## config.mk

```make
export PLATFORM = sky130hd
export DESIGN_NAME = qpsk_bit_combiner
export DESIGN_NICKNAME = d
export VERILOG_FILES = /design/src/rtl/qpsk_pkg.sv /design/src/rtl/qpsk_sym_fifo.sv /design/src/rtl/qpsk_bit_combiner.sv
export SDC_FILE = /design/constraint.sdc
export NUM_CORES = 1
export LEC_CHECK = 0
export BUFFER_PORTS_ARGS = -buffer_cell sky130_fd_sc_hd__buf_4
export CELL_PAD_IN_SITES_DETAIL_PLACEMENT = 0
export CELL_PAD_IN_SITES_GLOBAL_PLACEMENT = 1
export CORE_AREA = 2 2 49 51
export DETAILED_ROUTE_END_ITERATION = 12
export DIE_AREA = 0 0 51 53
export PLACE_DENSITY = 0.77
export SYNTH_ARGS = -nofsm -noshare
export SYNTH_HDL_FRONTEND = slang
export SYNTH_SLANG_ARGS = --single-unit
```

## constraint.sdc

```tcl
create_clock -name clk -period 5.7 [get_ports clk]
set_input_delay 1.425 -clock clk [delete_from_list [all_inputs] [get_ports clk]]
set_output_delay 1.425 -clock clk [all_outputs]
set_load 0.01 [all_outputs]
```

## src/rtl/qpsk_pkg.sv

```systemverilog
// Shared QPSK definitions: dibit bit positions and combiner phase encoding.
package qpsk_pkg;

   // Bit positions inside a dibit. The splitter and the combiner must agree on these.
   localparam int unsigned I_IDX = 1;
   localparam int unsigned Q_IDX = 0;

   typedef logic [1:0] dibit_t;

   typedef enum logic {
      PHASE0 = 1'b0,
      PHASE1 = 1'b1
   } phase_t;

   // First serial bit of a dibit: I when i_first is set, Q otherwise.
   function automatic logic first_bit(input dibit_t d, input bit i_first);
      return i_first ? d[I_IDX] : d[Q_IDX];
   endfunction

   // Second serial bit of a dibit: the component not sent first.
   function automatic logic second_bit(input dibit_t d, input bit i_first);
      return i_first ? d[Q_IDX] : d[I_IDX];
   endfunction

endpackage

```

## src/rtl/qpsk_sym_fifo.sv

```systemverilog
// Two-bit-wide synchronous symbol FIFO. The occupancy count is the only full/empty source.
module qpsk_sym_fifo
   import qpsk_pkg::*;
#(
   parameter int unsigned DEPTH = 4
) (
   input  logic                     clk,
   input  logic                     reset,
   input  logic                     push,
   input  dibit_t                   din,
   input  logic                     pop,
   output dibit_t                   dout,
   output logic [$clog2(DEPTH):0]   count,
   output logic                     full,
   output logic                     empty
);

   localparam int unsigned AW = $clog2(DEPTH);
   localparam int unsigned CW = AW + 1;

   dibit_t          mem [DEPTH];
   logic [AW-1:0]   wr_ptr;
   logic [AW-1:0]   rd_ptr;
   logic            do_push;
   logic            do_pop;

   assign full    = (count == CW'(DEPTH));
   assign empty   = (count == '0);
   assign do_push = push && !full;
   assign do_pop  = pop && !empty;
   assign dout    = mem[rd_ptr];

   // Storage array; contents need no reset since the count marks them invalid.
   always_ff @(posedge clk) begin
      if (do_push) begin
         mem[wr_ptr] <= din;
      end
   end

   // Pointers wrap naturally (power-of-two depth); count tracks push/pop balance.
   always_ff @(posedge clk) begin
      if (reset) begin
         wr_ptr <= '0;
         rd_ptr <= '0;
         count  <= '0;
      end else begin
         if (do_push) begin
            wr_ptr <= wr_ptr + 1'b1;
         end
         if (do_pop) begin
            rd_ptr <= rd_ptr + 1'b1;
         end
         case ({do_push, do_pop})
            2'b10:   count <= count + 1'b1;
            2'b01:   count <= count - 1'b1;
            default: count <= count;
         endcase
      end
   end

endmodule

```

## src/rtl/qpsk_bit_combiner.sv

```systemverilog
// Re-serialises I/Q dibits from the demodulator into a bit stream at the bit-rate strobe.
module qpsk_bit_combiner
   import qpsk_pkg::*;
#(
   parameter int unsigned FIFO_DEPTH = 4,
   parameter bit          I_FIRST    = 1'b1
) (
   input  logic                          clk,
   input  logic                          reset,
   input  logic                          sym_valid,
   output logic                          sym_ready,
   input  logic                          sym_i,
   input  logic                          sym_q,
   input  logic                          bit_en,
   output logic                          bit_out,
   output logic                          bit_valid,
   output logic                          underrun,
   output logic [$clog2(FIFO_DEPTH):0]   fifo_count
);

   phase_t   phase;
   phase_t   phase_nxt;
   dibit_t   hold;
   dibit_t   sym_in;
   dibit_t   fifo_dout;
   logic     fifo_full;
   logic     fifo_empty;
   logic     push;
   logic     pop;

   always_comb begin
      sym_in        = '0;
      sym_in[I_IDX] = sym_i;
      sym_in[Q_IDX] = sym_q;
   end

   // Ready comes from the registered count only, so a same-cycle pop never frees a slot early.
   assign sym_ready = !fifo_full;
   assign push      = sym_valid && sym_ready;

   qpsk_sym_fifo #(
      .DEPTH (FIFO_DEPTH)
   ) u_fifo (
      .clk   (clk),
      .reset (reset),
      .push  (push),
      .din   (sym_in),
      .pop   (pop),
      .dout  (fifo_dout),
      .count (fifo_count),
      .full  (fifo_full),
      .empty (fifo_empty)
   );

   // Phase state register.
   always_ff @(posedge clk) begin
      if (reset) begin
         phase <= PHASE0;
      end else begin
         phase <= phase_nxt;
      end
   end

   // Next phase and FIFO pop: a new dibit is taken only at the start of a dibit slot.
   always_comb begin
      phase_nxt = phase;
      pop       = 1'b0;
      case (phase)
         PHASE0: begin
            if (bit_en && !fifo_empty) begin
               pop       = 1'b1;
               phase_nxt = PHASE1;
            end
         end
         PHASE1: begin
            if (bit_en) begin
               phase_nxt = PHASE0;
            end
         end
         default: phase_nxt = PHASE0;
      endcase
   end

   // Output and hold registers: emit first bit from the FIFO head, second from hold.
   always_ff @(posedge clk) begin
      if (reset) begin
         hold      <= '0;
         bit_out   <= 1'b0;
         bit_valid <= 1'b0;
         underrun  <= 1'b0;
      end else begin
         bit_valid <= 1'b0;
         underrun  <= 1'b0;
         if (bit_en) begin
            if (phase == PHASE0) begin
               if (!fifo_empty) begin
                  hold      <= fifo_dout;
                  bit_out   <= first_bit(fifo_dout, I_FIRST);
                  bit_valid <= 1'b1;
               end else begin
                  bit_out   <= 1'b0;
                  underrun  <= 1'b1;
               end
            end else begin
               bit_out   <= second_bit(hold, I_FIRST);
               bit_valid <= 1'b1;
            end
         end
      end
   end

endmodule

```

; Word level (Yosys, flattened, before mapping)
; Memory sizes are Yosys's and may differ from the RTL's. A register that Yosys moved wholly into a read port is not among the register bits.
; Index checks and enable logic that the tools add are counted.
[totals]
inputBits = 6
regBits = 12
mem_bits_rw = 8
n_memories = 1
[memory_table]
columns = name, words, word_bits, rd, rd_clocked_by_memory_dff, wr, line
row1 = u_fifo.mem, 4, 2, 1, 1, 1, qpsk_sym_fifo.sv:21  ; dibit_t mem [DEPTH];
[classes]
eq_ne = 3
reduce_logical = 11
muxes = 14
add_sub_neg = 4
bitwise_logic = 3
[ops]
columns = op, n
row1 = $mux W1, 10
row2 = $pmux W3 S2, 1
row3 = $add A2 B1 Y2 const B, 2
row4 = $logic_and A1 B1 Y1, 4
row5 = $mux W2, 2
row6 = $add A3 B1 Y3 const B, 1
row7 = $eq A3 B3 Y1 const B, 1
row8 = $logic_not A3 Y1, 1
row9 = $not A1 Y1, 3
row10 = $reduce_and A3 Y1, 1
row11 = $reduce_or A3 Y1, 1
row12 = $sub A3 B1 Y3 const B, 1
row13 = $eq A2 B1 Y1 const B, 1
row14 = $eq A2 B2 Y1 const B, 1
row15 = $logic_not A1 Y1, 2
row16 = $pmux W1 S2, 1
row17 = $reduce_bool A2 Y1, 1
row18 = $reduce_or A2 Y1, 1

; Longest topological paths before layout
[logic_depth]
word_depth = 8
depth_mapped = 9

; Modules after synthesis
; From an unflattened synthesis, not the netlist that was laid out.
[hier_totals]
hier_cells = 84
area_unflattened_um2 = 975.9
[modules_own_cells]
columns = mod, cells_per_inst, area_per_inst_um2, n_inst
row1 = qpsk_sym_fifo, 64, 760.7, 1
row2 = qpsk_bit_combiner, 20, 215.2, 1

; Worst setup path before layout
; OpenSTA, ideal clock, no wires.
[synth_timing]
kind = input-to-reg
from = in sym_valid
to = reg u_fifo.count[2]
slack_ns = 2.847
setup_ns = 0.071
path_buffers = 1
path_stages = 8
t_arrival_ns = 2.783
required_ns = 5.629
cell_sequence = buf_1 > nand2_1 > ha_1 > inv_1 > fa_1 > xor2_1 > or3_1 > a21oi_1
[synth_between]
elab_chain_len = 4
word_cells_on_any_way = 6
cone_classes = 2 x eq/ne / 1 x mux / 3 x reduce/logical
[synth_lines]
columns = item, line
row1 = from (decl), qpsk_bit_combiner.sv:10  ; input logic sym_valid,
row2 = $logic_and A1 B1 Y1 *, qpsk_bit_combiner.sv:39  ; assign push = sym_valid && sym_ready;
row3 = $logic_and A1 B1 Y1 *, qpsk_sym_fifo.sv:29  ; assign do_push = push && !full;
row4 = $eq A2 B1 Y1 / $eq A2 B2 Y1 (equally long branches), qpsk_sym_fifo.sv:53  ; case ({do_push, do_pop})
row5 = $pmux W3 S2 / $reduce_bool A2 Y1 (equally long branches), n/a
row6 = to (signal assigned), qpsk_sym_fifo.sv:54  ; 2'b10: count <= count + 1'b1;
row7 = to (signal assigned), qpsk_sym_fifo.sv:55  ; 2'b01: count <= count - 1'b1;
row8 = to (signal assigned), qpsk_sym_fifo.sv:56  ; default: count <= count;
row9 = to (decl), qpsk_sym_fifo.sv:13  ; output logic [$clog2(DEPTH):0] count,
; Mark *: on every way between the ends. The rest lies on a longest branch, timed or not.
; A chain may end at the register's enable or synchronous reset.

; Worst setup path after layout
[layout_timing]
from = reg u_fifo.count[2]
to = out sym_ready
[layout_between]
elab_chain_len = 2
[layout_lines]
columns = item, line
row1 = $eq A3 B3 Y1, qpsk_sym_fifo.sv:27  ; assign full = (count == CW'(DEPTH));
row2 = $logic_not A1 Y1, qpsk_bit_combiner.sv:38  ; assign sym_ready = !fifo_full;
row3 = to (decl), qpsk_bit_combiner.sv:11  ; output logic sym_ready,
; No other way between the ends.

==> metrics <==
cell type contributing the most total cell area after synthesis=dfxtp_1; maximum number of pins on one net before global-route repair=14; endpoint kind of the worst setup timing path=output port; number of hold buffers added after cts=0; count of inserted antenna diode cells=0; pin slew with the least headroom to its limit=around 360 ps; synthesis-stage register bit count=22; fraction of final layout cells with drive strength greater than 1=0.192; tightest slew margin relative to the limit=0.757; synthesized netlist cell count=between 80 and 90; portion of the post-synthesis area used by sequential elements=0.535; via count of the first global-routing pass=about 600; vertical extent of the die=between 50 and 60 um; Detailed Route WL=~1.6 mm; most frequently used cell type in the post-synthesis netlist=dfxtp_1; arrival time of data at the critical path endpoint=1450 ps; type of the most critical hold path=reg -> reg; count of pins on the block boundary=13; post-cts gate resize count=0; largest stage delay on the critical path=510 ps; area taken by flip-flops and latches=around 520 um2; maximum vdd drop=0.000282 V; number of nets produced by synthesis=99; share of async-settable or async-resettable flops after synthesis=0; root cell of the clock tree=clkbuf_4; crit start category=flop; PortBufs=12; ordered list of cells on the worst path=or3b_1, buf_4; Final Hold Violating Endpoints=0; Layout Area Growth over Synthesis=15.2%; synth warn=0; drt first-iter violations=8; final worst path period share=0.504; area of the mapped netlist=between 900 and 1000 um2; power density over the cells=452 nW/um2; TritonCTS clock tree=built; post-route minimum period=~2900 ps; total congestion overflow=0; utilization of the core after routing=0.521; Die W=51 um; highest net fanout along the worst path=10; Post-synth top flop=dfxtp_1; max-slew violation count=0; first-pass detailed-route iteration total=4; routed vias/inst=about 5; FP Rows=17; synth top area cells=dfxtp_1 29%, edfxtp_1 25%, ha_1 6.4%; Core ar.=about 2100 um2; Filler Cells Inserted=between 200 and 250; routability-driven placement congestion ratio=~0.7; leakage power summed over all cells=roughly 0.44 nW; clock buffers created by TritonCTS=3; vias after detailed routing=654; per-cell routed wire length=12.4 um; required time worst endpoint=roughly 4300 ps; global router's overall resource usage=0.141; initial antenna violation count=0; # Post-CTS Setup Buffers=0; EDFF count, synth=8; half-perimeter wire length of the detailed placement result=1.18 mm; Clock Skews=a little under 6 ps; Post-synth top cells=14 x dfxtp_1, 9 x nor2_1, 8 x a21oi_1, 8 x edfxtp_1, 6 x inv_1; count of distinct cell types in the synthesized netlist=26; initial core utilization=0.453; multi-input gate area in the final layout=399 um2; final setup violation count=0; per-instance average area after synthesis=roughly 11 um2; Nets=around 110; first-pass GRT wire length=approximately 2.7 mm; maximum number of buffers from clock root to sink=2; Clk pin slew, worst setup/hold paths=around 120 ps; count of max-cap constraint violations=0; unrepaired setup endpoints after global routing=false; Worst Setup Path Type=reg -> out; number of levels the H-tree was split into=1; outcome=finished clean; slowest cell on the critical path=or3b_1; fmax=~0.35 GHz; clock tree sinks=22; post-detailed-route count of antenna-violating nets=0; # DRC=0; post-synth top area share=0.288; Skew-Pair Late Insertion Delay=~300 ps; die footprint=2700 um2; total negative slack for setup checks=0 ps
-- cell type report --
| class | count | area share |
|---|---|---|
| tap | 28 | 0.0313 |
| sequential | 22 | 0.465 |
| inverter | 6 | 0.0201 |
| multi-input combinational | 55 | 0.356 |
| clock buffer | 3 | 0.0201 |
| clock inverter | 1 | 0.0268 |
| timing repair buffer | 12 | 0.0804 |
-- worst max-delay path: cells and delay by family, from the launching register on --
kind          cells  cell delay, ps
simple gates      1             510
flops             1             430
buf+inv           1             200
-- where the power goes --
part,switching [mW],internal [mW]
combinational,0.0894,0.0773
clock,0.0451,0.0710
sequential,0.0279,0.195
total,0.162,0.343
-- logic make-up after synthesis --
kind of cell    after synthesis  synth area share
simple gates                 29             0.156
flops                        22             0.535
compound gates               16             0.106
buf+inv                      10            0.0540
fa+ha+maj                     6            0.0849
xor+xnor                      2            0.0180
mux                           2            0.0463
-- cells in the final DEF, fill, tap and decap left out --
master,synthesis,routed
dfxtp_1,14,14
buf_4,0,12
nor2_1,9,9
a21oi_1,8,8
edfxtp_1,8,8
inv_1,6,6
ha_1,5,5
and3_1,4,4
or3_1,3,3
nand3_1,3,3
o21ai_0,3,3
clkbuf_4,0,3
nor3_1,2,2
nand2b_1,2,2
nand2_1,2,2
nor2b_1,2,2
mux4_2,2,2
a21o_1,2,2
xor2_1,2,2
or3b_1,1,1
nand3b_1,1,1
a311oi_1,1,1
a311oi_2,1,1
a31o_1,1,1
fa_1,1,1
bufinv_16,0,1
-- path summary, 6_finish.rpt --
check	start	to	slack, ps	cells past startpoint
worst min-delay path	hold[0]	hold[0]	500	2
worst max-delay path	u_fifo.count[2]	sym_ready	2830	2
worst min register to register	hold[0]	hold[0]	500	2
worst max register to register	u_fifo.count[2]	u_fifo.count[2]	3350	8
-- sequential cells by signal, summed over array words and instances (netlist names), named ones only --
name	cells
hold	1
u_fifo.count	3
u_fifo.wr_ptr	2
bit_valid	1
phase	1
u_fifo.rd_ptr	2
bit_out	1
underrun	1
u_fifo.mem	8
-- stage by stage --
step                cells  setup WS (ps)  power, mW  hold WS, ps  area (um2)
floorplan              87           2850      0.355          454         972
global placement      123           2660      0.390          484        1070
detailed placement    123           2590      0.394          484        1070
CTS                   127           2800      0.512          504        1120
global route          127           2730      0.543          512        1120
finish                127           2830      0.506          503        1120
-- per-layer routing --
layer  wire (um)  track usage
met3          44       0.0282
met4          38       0.0946
met1         731        0.171
met5           0            0
met2         766        0.227
Note: power is estimated with default switching activity, not from simulation.
